===== config.mk =====
export PLATFORM = sky130hd
export DESIGN_NAME = bcd_attempt_counter_flat
export DESIGN_NICKNAME = d
export VERILOG_FILES = /design/src/rtl/game_pkg.sv /design/src/rtl/bcd_attempt_counter_if.sv /design/src/rtl/bcd_digit.sv /design/src/rtl/bcd_attempt_counter.sv /design/src/flat_wrapper.sv
export SDC_FILE = /design/constraint.sdc
export NUM_CORES = 1
export LEC_CHECK = 0
export BUFFER_PORTS_ARGS = -buffer_cell sky130_fd_sc_hd__buf_2
export CORE_ASPECT_RATIO = 0.5
export CORE_MARGIN = 4
export CORE_UTILIZATION = 35
export CTS_BUF_LIST = sky130_fd_sc_hd__clkbuf_16
export DETAILED_ROUTE_END_ITERATION = 10
export PLACE_DENSITY = 0.68
export SLEW_MARGIN = 30
export SYNTH_ARGS = -nofsm -noshare
export SYNTH_HDL_FRONTEND = slang
export SYNTH_SLANG_ARGS = --single-unit

===== constraint.sdc =====
create_clock -name clk -period 3.15 [get_ports clk]
set_clock_uncertainty 0.05 [all_clocks]
set_input_delay 0.1575 -clock clk [delete_from_list [all_inputs] [get_ports clk]]
set_output_delay 0.1575 -clock clk [all_outputs]
set_load 0.01 [all_outputs]

===== src/rtl/game_pkg.sv =====
// Shared types, constants and the seven-segment decode for the attempt counter.
package game_pkg;

    typedef logic [3:0] bcd_digit_t;

    localparam logic [6:0] SEG_BLANK = 7'h7F;

    typedef enum logic {
        RUN = 1'b0,
        WON = 1'b1
    } cnt_state_t;

    // Active-low segments, bit order {g,f,e,d,c,b,a}
    function automatic logic [6:0] seg7(input bcd_digit_t d);
        logic [6:0] s;
        s = SEG_BLANK;
        case (d)
            4'd0: s = 7'h40;
            4'd1: s = 7'h79;
            4'd2: s = 7'h24;
            4'd3: s = 7'h30;
            4'd4: s = 7'h19;
            4'd5: s = 7'h12;
            4'd6: s = 7'h02;
            4'd7: s = 7'h78;
            4'd8: s = 7'h00;
            4'd9: s = 7'h10;
            default: s = SEG_BLANK;
        endcase
        return s;
    endfunction

endpackage


===== src/rtl/bcd_attempt_counter_if.sv =====
// Control inputs and display/status outputs of the attempt counter.
interface bcd_attempt_counter_if #(
    parameter int NUM_DIGITS = 2
) ();

    logic                    inc;
    logic                    win;
    logic                    clr;
    logic [4*NUM_DIGITS-1:0] count;
    logic                    overflow;
    logic [7*NUM_DIGITS-1:0] seg;
    logic [4*NUM_DIGITS-1:0] best;
    logic                    best_valid;

    modport master (
        output inc, win, clr,
        input  count, overflow, seg, best, best_valid
    );

    modport slave (
        input  inc, win, clr,
        output count, overflow, seg, best, best_valid
    );

endinterface


===== src/rtl/bcd_digit.sv =====
// One BCD digit register: steps on i_inc, rolls 9 -> 0, flags carry at 9.
module bcd_digit
    import game_pkg::*;
(
    input  logic       i_clk,
    input  logic       i_rst,
    input  logic       i_clr,
    input  logic       i_inc,
    output bcd_digit_t o_q,
    output logic       o_carry
);

    bcd_digit_t r_q;

    always_ff @(posedge i_clk) begin
        if (i_rst || i_clr) begin
            r_q <= '0;
        end else if (i_inc) begin
            r_q <= (r_q >= 4'd9) ? 4'd0 : r_q + 4'd1;
        end
    end

    assign o_q     = r_q;
    assign o_carry = (r_q == 4'd9);

endmodule


===== src/rtl/bcd_attempt_counter.sv =====
// Edge-triggered BCD attempt counter with win freeze/clear and 7-seg output.
// Define BCD_ATTEMPT_BEST_RECORD_EN to keep the lowest count seen at a win.
module bcd_attempt_counter
    import game_pkg::*;
#(
    parameter int NUM_DIGITS = 2,
    parameter int SATURATE   = 1,
    parameter int WIN_CLEARS = 1
) (
    input logic                clk,
    input logic                reset,
    bcd_attempt_counter_if.slave bus
);

    cnt_state_t r_state;
    logic       r_inc_q;
    logic       r_win_q;
    logic       r_overflow;

    logic       w_inc_edge;
    logic       w_win_edge;
    logic       w_win_evt;
    logic       w_inc_evt;
    logic       w_all9;
    logic       w_step;
    logic       w_dclr;

    bcd_digit_t              w_q [NUM_DIGITS];
    logic [NUM_DIGITS-1:0]   w_carry;
    logic [NUM_DIGITS-1:0]   w_en;
    logic [4*NUM_DIGITS-1:0] w_count;

    assign w_inc_edge = bus.inc & ~r_inc_q;
    assign w_win_edge = bus.win & ~r_win_q;

    // clr swallows both edges; a win edge swallows a coincident inc edge
    assign w_win_evt = (r_state == RUN) & w_win_edge & ~bus.clr;
    assign w_inc_evt = (r_state == RUN) & w_inc_edge & ~w_win_edge & ~bus.clr;

    assign w_all9 = &w_carry;
    assign w_step = w_inc_evt & ~((SATURATE != 0) & w_all9);
    assign w_dclr = bus.clr | (w_win_evt & (WIN_CLEARS != 0));

    for (genvar k = 0; k < NUM_DIGITS; k++) begin : g_digit
        if (k == 0) begin : g_lsd
            assign w_en[k] = w_step;
        end else begin : g_upper
            assign w_en[k] = w_en[k-1] & w_carry[k-1];
        end

        bcd_digit u_digit (
            .i_clk   (clk),
            .i_rst   (reset),
            .i_clr   (w_dclr),
            .i_inc   (w_en[k]),
            .o_q     (w_q[k]),
            .o_carry (w_carry[k])
        );

        assign w_count[4*k +: 4] = w_q[k];
        assign bus.seg[7*k +: 7] = seg7(w_q[k]);
    end

    always_ff @(posedge clk) begin
        if (reset) begin
            r_state    <= RUN;
            r_inc_q    <= 1'b0;
            r_win_q    <= 1'b0;
            r_overflow <= 1'b0;
        end else begin
            r_inc_q <= bus.inc;
            r_win_q <= bus.win;
            if (bus.clr) begin
                r_state    <= RUN;
                r_overflow <= 1'b0;
            end else begin
                case (r_state)
                    RUN: begin
                        if (w_win_edge) begin
                            r_state <= WON;
                        end else if (w_inc_edge && w_all9) begin
                            r_overflow <= 1'b1;
                        end
                    end
                    WON: begin
                        if (!bus.win) begin
                            r_state <= RUN;
                        end
                    end
                    default: r_state <= RUN;
                endcase
            end
        end
    end

    assign bus.count    = w_count;
    assign bus.overflow = r_overflow;

`ifdef BCD_ATTEMPT_BEST_RECORD_EN
    logic [4*NUM_DIGITS-1:0] r_best;
    logic                    r_best_valid;

    // Packed valid BCD orders the same as its unsigned binary value
    always_ff @(posedge clk) begin
        if (reset) begin
            r_best       <= {NUM_DIGITS{4'h9}};
            r_best_valid <= 1'b0;
        end else if (w_win_evt) begin
            if (!r_best_valid || (w_count < r_best)) begin
                r_best <= w_count;
            end
            r_best_valid <= 1'b1;
        end
    end

    assign bus.best       = r_best;
    assign bus.best_valid = r_best_valid;
`else
    assign bus.best       = '0;
    assign bus.best_valid = 1'b0;
`endif

endmodule


===== src/flat_wrapper.sv =====
// flat-port wrapper written by rule: the top's interface ports become plain ports
module bcd_attempt_counter_flat import game_pkg::*;
#(
    parameter int NUM_DIGITS = 2,
    parameter int SATURATE   = 1,
    parameter int WIN_CLEARS = 1
)
  (clk, reset, bus_inc, bus_win, bus_clr, bus_count, bus_overflow, bus_seg, bus_best, bus_best_valid);
  bcd_attempt_counter_if #(.NUM_DIGITS(NUM_DIGITS)) bus_i ();
  input logic clk;
  input logic reset;
  input wire logic [$bits(bus_i.inc)-1:0] bus_inc;
  input wire logic [$bits(bus_i.win)-1:0] bus_win;
  input wire logic [$bits(bus_i.clr)-1:0] bus_clr;
  output wire logic [$bits(bus_i.count)-1:0] bus_count;
  output wire logic [$bits(bus_i.overflow)-1:0] bus_overflow;
  output wire logic [$bits(bus_i.seg)-1:0] bus_seg;
  output wire logic [$bits(bus_i.best)-1:0] bus_best;
  output wire logic [$bits(bus_i.best_valid)-1:0] bus_best_valid;
  assign bus_i.inc = bus_inc;
  assign bus_i.win = bus_win;
  assign bus_i.clr = bus_clr;
  assign bus_count = bus_i.count;
  assign bus_overflow = bus_i.overflow;
  assign bus_seg = bus_i.seg;
  assign bus_best = bus_i.best;
  assign bus_best_valid = bus_i.best_valid;
  bcd_attempt_counter #(.NUM_DIGITS(NUM_DIGITS), .SATURATE(SATURATE), .WIN_CLEARS(WIN_CLEARS)) u_core (.clk(clk), .reset(reset), .bus(bus_i));
endmodule

==> reports/metrics.csv <==
metric;value;unit
grt_overflow;0;
p_leak;0.7578;nW
synth_mux_area_share;0.6645;%
relSlewSlack;45.16;%
r2r_start;u_core.g_digit[0].u_digit.o_q[1];
crit_chain;inv_1, ha_1, nand3b_1, nor2_1, or4_1, a21oi_1, inv_1, ha_1, nor2_1, a2bb2oi_1;
htreeDepth;1;
ir_drop;0.1963;mV
rr_endpoint;u_core.bus.seg[1];
ios;37;
r2r_setup_slack;470;ps
hp-class;primary input to flip-flop;
ys_warn_count;0;
grt_pass1_vias;1145;
grt_use_total;11.43;%
p_per_area;374.9;mW/mm2
clockBufferDepth;2;
path_clk_slew;70;ps
synth-compound-area-share;22.34;%
rsz0062_at_grt;no;
grt_pass1_wl;5064;um
synth_cell_types;51;
synth-main-ff-cell;dfxtp_1;
synth_top_family_by_area;compound AO/OA/AOI/OAI gates;
post_cts_buffers;0;
worst_pin_slew;817.1;ps
clock_latency;260;ps
routedWlPerCell;12.43;um
portBuffers;27;
synth_fa_ha_area_share;13.29;%
grt_max_degree;15;
status;finished clean;
rows;16;
die_area;0.005481;mm2
start_kind;flip-flop;
finalSetupViolations;0;
fin_ws;466.6;ps
r2r_cells;10;
worstSetupStartpoint;u_core.g_digit[0].u_digit.o_q[1];
detail_route.first_pass.iterations;4;
cp-end-kind;flip-flop;
clock.fmax;372.7;MHz
cts_hold_buffers;0;
antennaDiodeCount;0;
drtIter0Drc;27;
fillCellCount;387;
vias;1190;
max_cap_violations;0;
synth-simple-area-share;18.77;%
cts_resized;0;
crit_type;flip-flop to flip-flop;
clk_root_buffer_cell;clkbuf_16;
core;0.004024;mm2
layout.area.seq;520.5;um2
dp_hpwl;2284;um
drive_gt1_share;21.47;%
initial_utilization;37.44;%
syn2layout_area_growth;14.37;%
cp_slowest_cell;or4_1;
route.detailed.drc;0;
drtAntennaViolNets;0;
die_h;54.39;um
synth-seq-cells;26;
period_needed;2683;ps
syn_area;0.001506;mm2
slew_viol_final;0;
finalHoldViolations;0;
worstPathRequired;3290;ps
drt_wl_total;3046;um
synthCells;165;
async_reset_ff_share;0;%
multi_input_area;872.1;um2
crit_end;u_core.bus.seg[1];
worstPathArrival;2820;ps
cpPeakStageDelay;550;ps
min_period_over_period;85.19;%
ys_seq_area_share;34.55;%
critPathMaxFanout;4;
synthXorXnorAreaFrac;0.5814;%
numCtsBuffers;3;
synth_edf_count;0;
antenna_found_initial;0;
cts_num_sinks;26;
place_ws;524.3;ps
syn_area_per_cell;9.130;um2
cts_tree;built;
vias_per_cell;4.857;
hold_slack;47.86;ps
setup_tns;0;ps
fp.dieW;100.8;um
gp_congestion;0.8194;
num-nets-final;213;
==> flip-flops by register name, summed over array words and instances, names as in the netlist <==
signal                      cells
u_core.bus.overflow             1
u_core.bus.seg                 14
u_core.g_digit.u_digit.o_q      8
u_core.r_inc_q                  1
u_core.r_state                  1
u_core.r_win_q                  1
==> power breakdown <==
| part | leakage [nW] | internal, mW | switching, mW |
|---|---|---|---|
| logic | 0.509 | 0.0100 | 0.0204 |
| registers | 0.210 | 0.332 | 0.00233 |
| clock network | 0.0385 | 0.170 | 0.112 |
| total | 0.758 | 0.511 | 0.134 |
==> cell type report <==
cell class	instances	share of cell area (%)
clock buffers	3	4.357
clock inverters	1	0.2179
well taps	54	3.922
flip-flops and latches	26	30.21
repair buffers	27	7.843
multi-input cells	121	50.62
inverters	13	2.832
==> per-layer routing <==
layer	share of wire, %	wire [um]	global-route usage, %
met4	0	0	2.237
met5	0	0	0
met3	4.8	147	3.181
met1	48	1473	13.31
met2	47	1425	21.57
==> worst min path at each step <==
| stage | start | end | slack, ps | cells past startpoint |
|---|---|---|---|---|
| floorplan | reset | u_core.r_inc_q | 180 | 1 |
| global placement | reset | u_core.r_win_q | 310 | 2 |
| detailed placement | reset | u_core.r_win_q | 320 | 2 |
| CTS | reset | u_core.r_win_q | 40 | 2 |
| global route | reset | u_core.r_win_q | 50 | 2 |
| finish | reset | u_core.r_win_q | 50 | 2 |
==> cell families (layout without fill, tap and decap cells) <==
group                    after synthesis  count (layout)
other                                  1               9
flip-flops                            26              26
XOR/XNOR                               1               1
buffers and inverters                 26              44
AO/OA/AOI/OAI                         47              47
multiplexers                           1               1
AND/OR/NAND/NOR                       47              47
adder cells (fa/ha/maj)               16              16
==> cells in the final DEF (no fill, tap or decap), drive strengths merged, types with 2 or more instances in the layout <==
cell type	netlist	routed
a21boi	5	5
a21oi	14	14
a2bb2oi	2	2
a31o	2	2
a31oi	5	5
and3	2	2
and3b	2	2
buf	12	27
clkbuf	1	3
conb	1	9
dfxtp	26	26
ha	16	16
inv	13	13
nand2	9	9
nand2b	2	2
nand3b	3	3
nand4	2	2
nor2	10	10
nor2b	3	3
nor3	4	4
nor4	2	2
nor4b	2	2
o21a	2	2
o21ai	7	7
o21bai	2	2
or2	2	2
==> Yosys cell counts (all sizes together), types with 3 or more instances <==
master	number	area, um2
a21boi	5	37.54
a21oi	14	70.07
a31oi	5	52.55
buf	12	91.33
dfxtp	26	520.5
ha	16	200.2
inv	13	48.80
nand2	9	33.78
nand3b	3	22.52
nor2	10	45.04
nor2b	3	18.77
nor3	4	20.02
o21ai	7	35.03
==> metrics by stage <==
stage               total power, mW  std cells  area (um2)  utilization, %
global placement             0.3710        241        1644           40.86
finish                       0.6458        245        1723           42.82
global route                 0.6723        245        1723           42.82
floorplan                    0.3710        173        1536               -
detailed placement           0.3709        241        1644           40.86
CTS                          0.6543        245        1723           42.82
==> critical path, delay by kind of cell, from the launching register on <==
family | cells | cell delay [ps]
buffers and inverters | 2 | 230
DFF | 1 | 370
and+or+nand+nor | 4 | 980
adders and majority gates | 2 | 490
AOI/OAI and AO/OA | 2 | 490
No activity file was read; power rests on OpenSTA's default activity.
